### src/rtl/pito_hart_irq_ctrl.sv
// Per-hart machine-mode interrupt controller for the barrel-threaded pito core.
// Latches MSI/MTI/MEI/MVU sources, masks them, and issues one prioritised trap request per hart.
module pito_hart_irq_ctrl #(
   parameter  int NUM_HARTS = 8,
   parameter  int XPR_LEN   = 32,
   parameter  bit MVU_EDGE  = 1'b1,
   localparam int HART_W    = (NUM_HARTS > 1) ? $clog2(NUM_HARTS) : 1
) (
   input  logic                           clk,
   input  logic                           rst,
   input  logic [NUM_HARTS-1:0]           msip_i,
   input  logic [NUM_HARTS-1:0]           mtip_i,
   input  logic [NUM_HARTS-1:0]           meip_i,
   input  logic [NUM_HARTS-1:0]           mvu_irq_i,
   input  logic [NUM_HARTS*XPR_LEN-1:0]   mie_i,
   input  logic [NUM_HARTS-1:0]           mstatus_mie_i,
   input  logic [NUM_HARTS-1:0]           irq_ack_i,
   input  logic [NUM_HARTS-1:0]           mret_i,
   input  logic                           mip_clr_we_i,
   input  logic [HART_W-1:0]              mip_clr_hart_i,
   input  logic [HART_W-1:0]              mip_rd_hart_i,
   output logic [XPR_LEN-1:0]             mip_rd_o,
   output logic [NUM_HARTS-1:0]           irq_req_o,
   output logic [NUM_HARTS*XPR_LEN-1:0]   irq_cause_o
);

   // state   | meaning
   // ST_IDLE | waiting for an enabled source
   // ST_REQ  | trap request raised, cause frozen until ack
   // ST_TRAP | hart in trap handler, sources ignored until MRET
   typedef enum logic [1:0] {ST_IDLE, ST_REQ, ST_TRAP} state_t;

   state_t               state_q [NUM_HARTS];
   state_t               state_d [NUM_HARTS];
   logic [XPR_LEN-1:0]   cause_q [NUM_HARTS];
   logic [XPR_LEN-1:0]   cause_d [NUM_HARTS];
   logic [XPR_LEN-1:0]   mip_w   [NUM_HARTS];
   logic [3:0]           en      [NUM_HARTS];
   logic [NUM_HARTS-1:0] req_q, req_d;
   logic [NUM_HARTS-1:0] pend_q, pend_d;
   logic [NUM_HARTS-1:0] prev_q, prev_d;
   logic [NUM_HARTS-1:0] mvu_rise, clr_hit;
   logic [XPR_LEN-1:0]   mip_rd_q, mip_rd_d;
   logic                 ready_q, ready_d;
   logic                 unused_mie;

   assign unused_mie = ^mie_i;

   // en bit order: [3] MVU, [2] MEI, [1] MSI, [0] MTI
   function automatic logic [XPR_LEN-1:0] cause_of(input logic [3:0] e);
      logic [4:0] code;
      if (e[2])      code = 5'd11;
      else if (e[1]) code = 5'd3;
      else if (e[0]) code = 5'd7;
      else           code = 5'd16;
      cause_of = {1'b1, {(XPR_LEN-6){1'b0}}, code};
   endfunction

   always_comb begin
      prev_d = mvu_irq_i;
      for (int h = 0; h < NUM_HARTS; h++) begin
         mvu_rise[h] = mvu_irq_i[h] & ~prev_q[h];
         clr_hit[h]  = mip_clr_we_i && (mip_clr_hart_i == HART_W'(h));
         if (MVU_EDGE) pend_d[h] = mvu_rise[h] | (pend_q[h] & ~clr_hit[h]);
         else          pend_d[h] = mvu_irq_i[h];
         mip_w[h]     = '0;
         mip_w[h][16] = pend_q[h];
         mip_w[h][11] = meip_i[h];
         mip_w[h][7]  = mtip_i[h];
         mip_w[h][3]  = msip_i[h];
         // MVU uses the next pending value so a fresh edge meets single-cycle latency
         en[h] = {pend_d[h] & mie_i[h*XPR_LEN+16],
                  meip_i[h] & mie_i[h*XPR_LEN+11],
                  msip_i[h] & mie_i[h*XPR_LEN+3],
                  mtip_i[h] & mie_i[h*XPR_LEN+7]} & {4{mstatus_mie_i[h]}};
      end
   end

   always_comb begin
      ready_d = 1'b1;
      req_d   = req_q;
      for (int h = 0; h < NUM_HARTS; h++) begin
         state_d[h] = state_q[h];
         cause_d[h] = cause_q[h];
         case (state_q[h])
            ST_IDLE: begin
               if (ready_q && (en[h] != 4'd0)) begin
                  state_d[h] = ST_REQ;
                  req_d[h]   = 1'b1;
                  cause_d[h] = cause_of(en[h]);
               end
            end
            ST_REQ: begin
               if (irq_ack_i[h]) begin
                  state_d[h] = ST_TRAP;
                  req_d[h]   = 1'b0;
               end
            end
            ST_TRAP: begin
               if (mret_i[h]) state_d[h] = ST_IDLE;
            end
            default: begin
               state_d[h] = ST_IDLE;
               req_d[h]   = 1'b0;
            end
         endcase
      end
   end

   always_comb begin
      mip_rd_d = '0;
      for (int h = 0; h < NUM_HARTS; h++) begin
         if (mip_rd_hart_i == HART_W'(h)) mip_rd_d = mip_w[h];
      end
   end

   // ready_q holds the FSMs off for the first cycle after reset release
   always_ff @(posedge clk) begin
      if (rst) begin
         ready_q  <= 1'b0;
         req_q    <= '0;
         pend_q   <= '0;
         prev_q   <= '0;
         mip_rd_q <= '0;
         for (int h = 0; h < NUM_HARTS; h++) begin
            state_q[h] <= ST_IDLE;
            cause_q[h] <= '0;
         end
      end else begin
         ready_q  <= ready_d;
         req_q    <= req_d;
         pend_q   <= pend_d;
         prev_q   <= prev_d;
         mip_rd_q <= mip_rd_d;
         for (int h = 0; h < NUM_HARTS; h++) begin
            state_q[h] <= state_d[h];
            cause_q[h] <= cause_d[h];
         end
      end
   end

   always_comb begin
      irq_cause_o = '0;
      for (int h = 0; h < NUM_HARTS; h++) begin
         irq_cause_o[h*XPR_LEN +: XPR_LEN] = cause_q[h];
      end
   end

   assign irq_req_o = req_q;
   assign mip_rd_o  = mip_rd_q;

endmodule

### config.mk
export PLATFORM = sky130hd
export DESIGN_NAME = pito_hart_irq_ctrl
export DESIGN_NICKNAME = d
export VERILOG_FILES = /design/src/rtl/pito_hart_irq_ctrl.sv
export SDC_FILE = /design/constraint.sdc
export NUM_CORES = 1
export LEC_CHECK = 0
export CAP_MARGIN = 40
export CORE_AREA = 2 2 241 243
export DETAILED_ROUTE_END_ITERATION = 8
export DIE_AREA = 0 0 243 245
export SYNTH_ARGS = -nofsm -noshare
export SYNTH_HDL_FRONTEND = slang
export SYNTH_SLANG_ARGS = --single-unit
### constraint.sdc
create_clock -name clk -period 2.1 [get_ports clk]
set_clock_uncertainty 0.2 [all_clocks]
set_input_delay 0.42 -clock clk [delete_from_list [all_inputs] [get_ports clk]]
set_output_delay 0.42 -clock clk [all_outputs]
set_load 0.02 [all_outputs]
; Yosys cells after proc, flatten, opt, wreduce, memory -nomap -nowiden
; Memory sizes are Yosys's and may differ from the RTL's.
; Index checks and enable logic that the tools add are counted.
[word_totals]
memories = 2
output_inout_bits = 296
regBits = 57
ramBits = 272
[memory_table]
columns = memory, depth, word_bits, rd, rd_ports_with_merged_regs, wr, line_no
row1 = cause_q, 8, 32, 8, 0, 8, 35  ; logic [XPR_LEN-1:0] cause_q [NUM_HARTS];
row2 = state_q, 8, 2, 8, 0, 8, 33  ; state_t state_q [NUM_HARTS];
[classes]
reduce_logical = 43
eq_ne = 46
n_bitwise = 104
mux = 123
[ops]
columns = op, n
row1 = $mux W32, 24
row2 = $mux W17, 8
row3 = $mux W5, 24
row4 = $mux W2, 32
row5 = $and A1 B1 Y1, 48
row6 = $pmux W2 S3, 8
row7 = $and A4 B4 Y4, 8
row8 = $ne A2 B2 Y1 const B, 16
row9 = $reduce_bool A4 Y1, 8
row10 = $eq A3 B3 Y1 const B, 8
row11 = $not A1 Y1, 24
row12 = $or A1 B1 Y1, 24
row13 = $pmux W1 S3, 8
row14 = $reduce_and A3 Y1, 8
row15 = $mux W1, 19
row16 = $eq A2 B1 Y1 const B, 8
row17 = $eq A2 B2 Y1 const B, 8
row18 = $logic_and A1 B1 Y1, 16
row19 = $logic_not A2 Y1, 8
row20 = $eq A3 B2 Y1 const B, 4
row21 = $reduce_or A8 Y1, 1
row22 = $eq A3 B1 Y1 const B, 2
row23 = $logic_not A3 Y1, 2

; Longest topological paths before layout
[depth]
depth_word = 13
mapped_depth = 6
mapped_depth_nobuf = 4

; Least setup slack after synthesis
; OpenSTA, ideal clock, no wires.
[synth_path]
kind = input to register
startpoint = in mip_clr_hart_i[2]
endpoint = mem cause_q[0][31]
setup_slack_ns = 0.260
t_arrival_ns = 1.526
path_buffers = 0
cell_stages = 4
path_cell_list = or4b_1 > a32oi_2 > a31oi_1 > o21a_1
[synth_lines]
columns = item, line_no
row1 = start: declaration, 20  ; input logic [HART_W-1:0] mip_clr_hart_i,
row2 = end: declaration, 35

; Worst setup path after layout
[layout_path]
startpoint = reg mip_rd_q[16], in the netlist mip_rd_o[16]
endpoint = out mip_rd_o[16]
[layout_lines]
columns = item, line_no
row1 = start: declaration, 43  ; logic [XPR_LEN-1:0] mip_rd_q, mip_rd_d;
row2 = start signal: assignment, 134  ; mip_rd_q <= mip_rd_d;
row3 = end: declaration, 22  ; output logic [XPR_LEN-1:0] mip_rd_o,
; No word-level cell between the ends.

==> impl_results.md <==
* DP Area at between 7000 and 8000 sq um
* Synthesized cell area at approximately 5700 sq um
* Most numerous cell in the Yosys netlist: buf_4
* Ys async rst share at 0%
* Static Leakage at about 0.0033 uW
* Tmin final at between 2 and 2.5 ns
* RSZ-0062 raised after global routing: false
* Fin nets at 1,216
* Worst Hold End: cause_q[1][31]
* CP required at 1.48 ns
* Critical path arrival at around 1.4 ns
* Slowest cell on crit path: clkdlybuf4s50_1
* Post_cts resized at 5
* Status: finished clean
* Area delta synth->final at 42.0%
* Die area at just under 60,000 sq um
* # Max-Cap Violations at 0
* Finished layout cell area at 8030 sq um
* R2R Path Start: ready_q
* Drt pass-1 iters at 4
* Fill count at ~6,600
* Layout cells sized above 1 at roughly an eighth
* Startpoint types: flip-flop
* Fin crit share at a little over nine tenths
* Global-route usage over all layers at 6.81%
* Fmax at a little under 500 MHz
* CTS tree: yes
* Post-synth EDFFs at 0
* IO buf count at roughly 160
* Antenna violations before repair at 10
* Worst skew pair latency at around 0.38 ns
* CTS clk-pin slew, worst paths at 0.08 ns
* Crit Path Category: reg2out
* Cells after synthesis at about 700
* Row count at a little under 90
* TritonCTS Buffers at 9
* Synth area leaders: buf_4 32%, dfxtp_1 30%, a21oi_1 3.7%
* Slew Viols, Final at 0
* Worst Hold Launch: cause_q[1][31]
* Synth Flop Type: dfxtp_1
* RePlAce Congestion at between 0.7 and 0.8
* Largest area contributor in the netlist: buf_4
* Vias in the first global route at 4,093
* CP Cell Sequence: clkdlybuf4s50_1
* Routed wire length at 20,600 um
* Pin count of the biggest net entering global routing at 63
* Sequential standard cell area at about 1700 sq um
* Top post-synthesis cells by count: 244 x buf_4, 85 x dfxtp_1, 51 x nand2_1
* Layout Cells excl Fill at around 1,700
* FF+latch count, synth at 85
* Worst hold slack at around 0.24 ns
* Via Count at around 4,700
* Post-CTS setup buffer count at 0
* TritonCTS Sinks at 85
* Slew @ Worst Pin at roughly 0.46 ns
* Starting Density at 9.92%
* Core ar. at approximately 57,000 sq um
* Crit path largest cell delay at 0.71 ns
* Final setup violation count at 0
* Overflow after GRT at 0
* Die W at between 200 and 250 um
* Dpl hpwl at around 17,000 um
* First-pass GRT wire length at between 20,000 and 30,000 um
* R2r endpoint: cause_q[1][34]
* Crit path max fanout at 1
* Synth cell types at 38
* Register-to-Register Path Depth at 4
* Post-route ant nets at 0
* Worst slew margin at about two thirds
* WL/cell at about 12 um
* Crit path capture type: primary output
* Pwr/cell area at a little over 600 nW/um^2
* Top Family by Delay on Critical Path: buffers and inverters
* Avg Vias per Cell at about 2.8
* Residual DRC at 0
* Die Height at 245 um
* Post-Place Cells at around 1,600
* Yosys warns at 0
* Worst IR drop on VDD at 383 uV
* H-tree Lvls at 3
* Area of the multi-input gates at about 2900 sq um
* Ports at approximately 600
* Worst path bufs/invs at 1
* Root Driver: clkbuf_16
* Setup slack, reg-to-reg at between 0.2 and 0.3 ns
* Worst hold stages at 2
* Pwr Total at 4900 uW
* Sequential element share of the synthesized area at roughly 30%
* Yosys top cell area share at 32.4%
* Min-delay worst type: reg2reg
* Fin util at around 14%
* 1st-iter DRT viols at 118
* Hold buffer count at cts at 0
* Hold Vio Cnt, Final at 0
* Syn_area_per_cell at approximately 8.2 sq um
* Max clock buf depth at 2
==> layer usage <==
layer	vias up	global-route usage (%)	wire length [um]	part of all wire, %
li1	2315	-	-	-
met1	2091	7.99	8930	43
met2	244	10.3	9040	44
met3	20	4.13	2320	11
met4	8	1.97	253	1.2
met5	-	0	45	0.22
==> state kept, by name, summed over array words and instances (netlist names) <==
signal and cells:
irq_req_o 8, ready_q 1, pend_q 8, state_q 16, mip_rd_o 4, cause_q 40
prev_q 8
==> power by group <==
group / internal [uW] / switching [uW] / total [uW] / leakage, uW
Sequential: 1710 / 73.4 / 1790 / 0.000698
Clock: 958 / 788 / 1750 / 0.000142
Combinational: 527 / 842 / 1370 / 0.00247
==> area by class of cell <==
type                    instances  area share (%)
diodes                          6           0.187
clock inverters                 5           0.732
clock buffers                  11            3.02
repair buffers                222            26.2
inverters                       7           0.327
well taps                     765            11.9
multi-input cells             570            36.4
flip-flops and latches         85            21.2
==> worst max path at each step <==
stage	start	end	slack, ns	cells after the start
6_report	mip_rd_o[16]	mip_rd_o[16]	0.07	1
5_1_grt	mip_rd_o[16]	mip_rd_o[16]	0.003	1
4_1_cts	cause_q[1][1]	irq_cause_o[128]	0.003	1
3_5_place_dp	mip_clr_hart_i[0]	cause_q[0][68]	-0.36	7
3_3_place_gp	mip_clr_hart_i[0]	cause_q[0][68]	-0.34	7
2_1_floorplan	mip_clr_hart_i[2]	cause_q[0][31]	0.26	4
==> cells in the final DEF (no fill, tap or decap), types with 16 or more instances in the layout <==
master             n
buf_4             62
mux2i_1           17
dfxtp_1           85
nor2b_1           16
nor2_1            42
a21oi_1           42
conb_1           236
nand2_1           51
clkdlybuf4s50_1  147
nand3_1           19
==> cell families after synthesis <==
group                  share of synthesized area [%]
flip-flops                                      30.1
AO/OA/AOI/OAI                                   16.2
AND/OR/NAND/NOR                                 16.1
buffers and inverters                           33.9
other                                         0.0663
multiplexers                                    3.61
==> per-stage QoR <==
stage / setup TNS [ns] / setup slack [ns]
after floorplan: 0 / 0.260
after global placement: -11.29 / -0.341
after detailed placement: -11.62 / -0.356
after CTS: 0 / 0.00253
after global routing: 0 / 0.00269
final: 0 / 0.0714
Note: power is estimated with default switching activity, not from simulation.
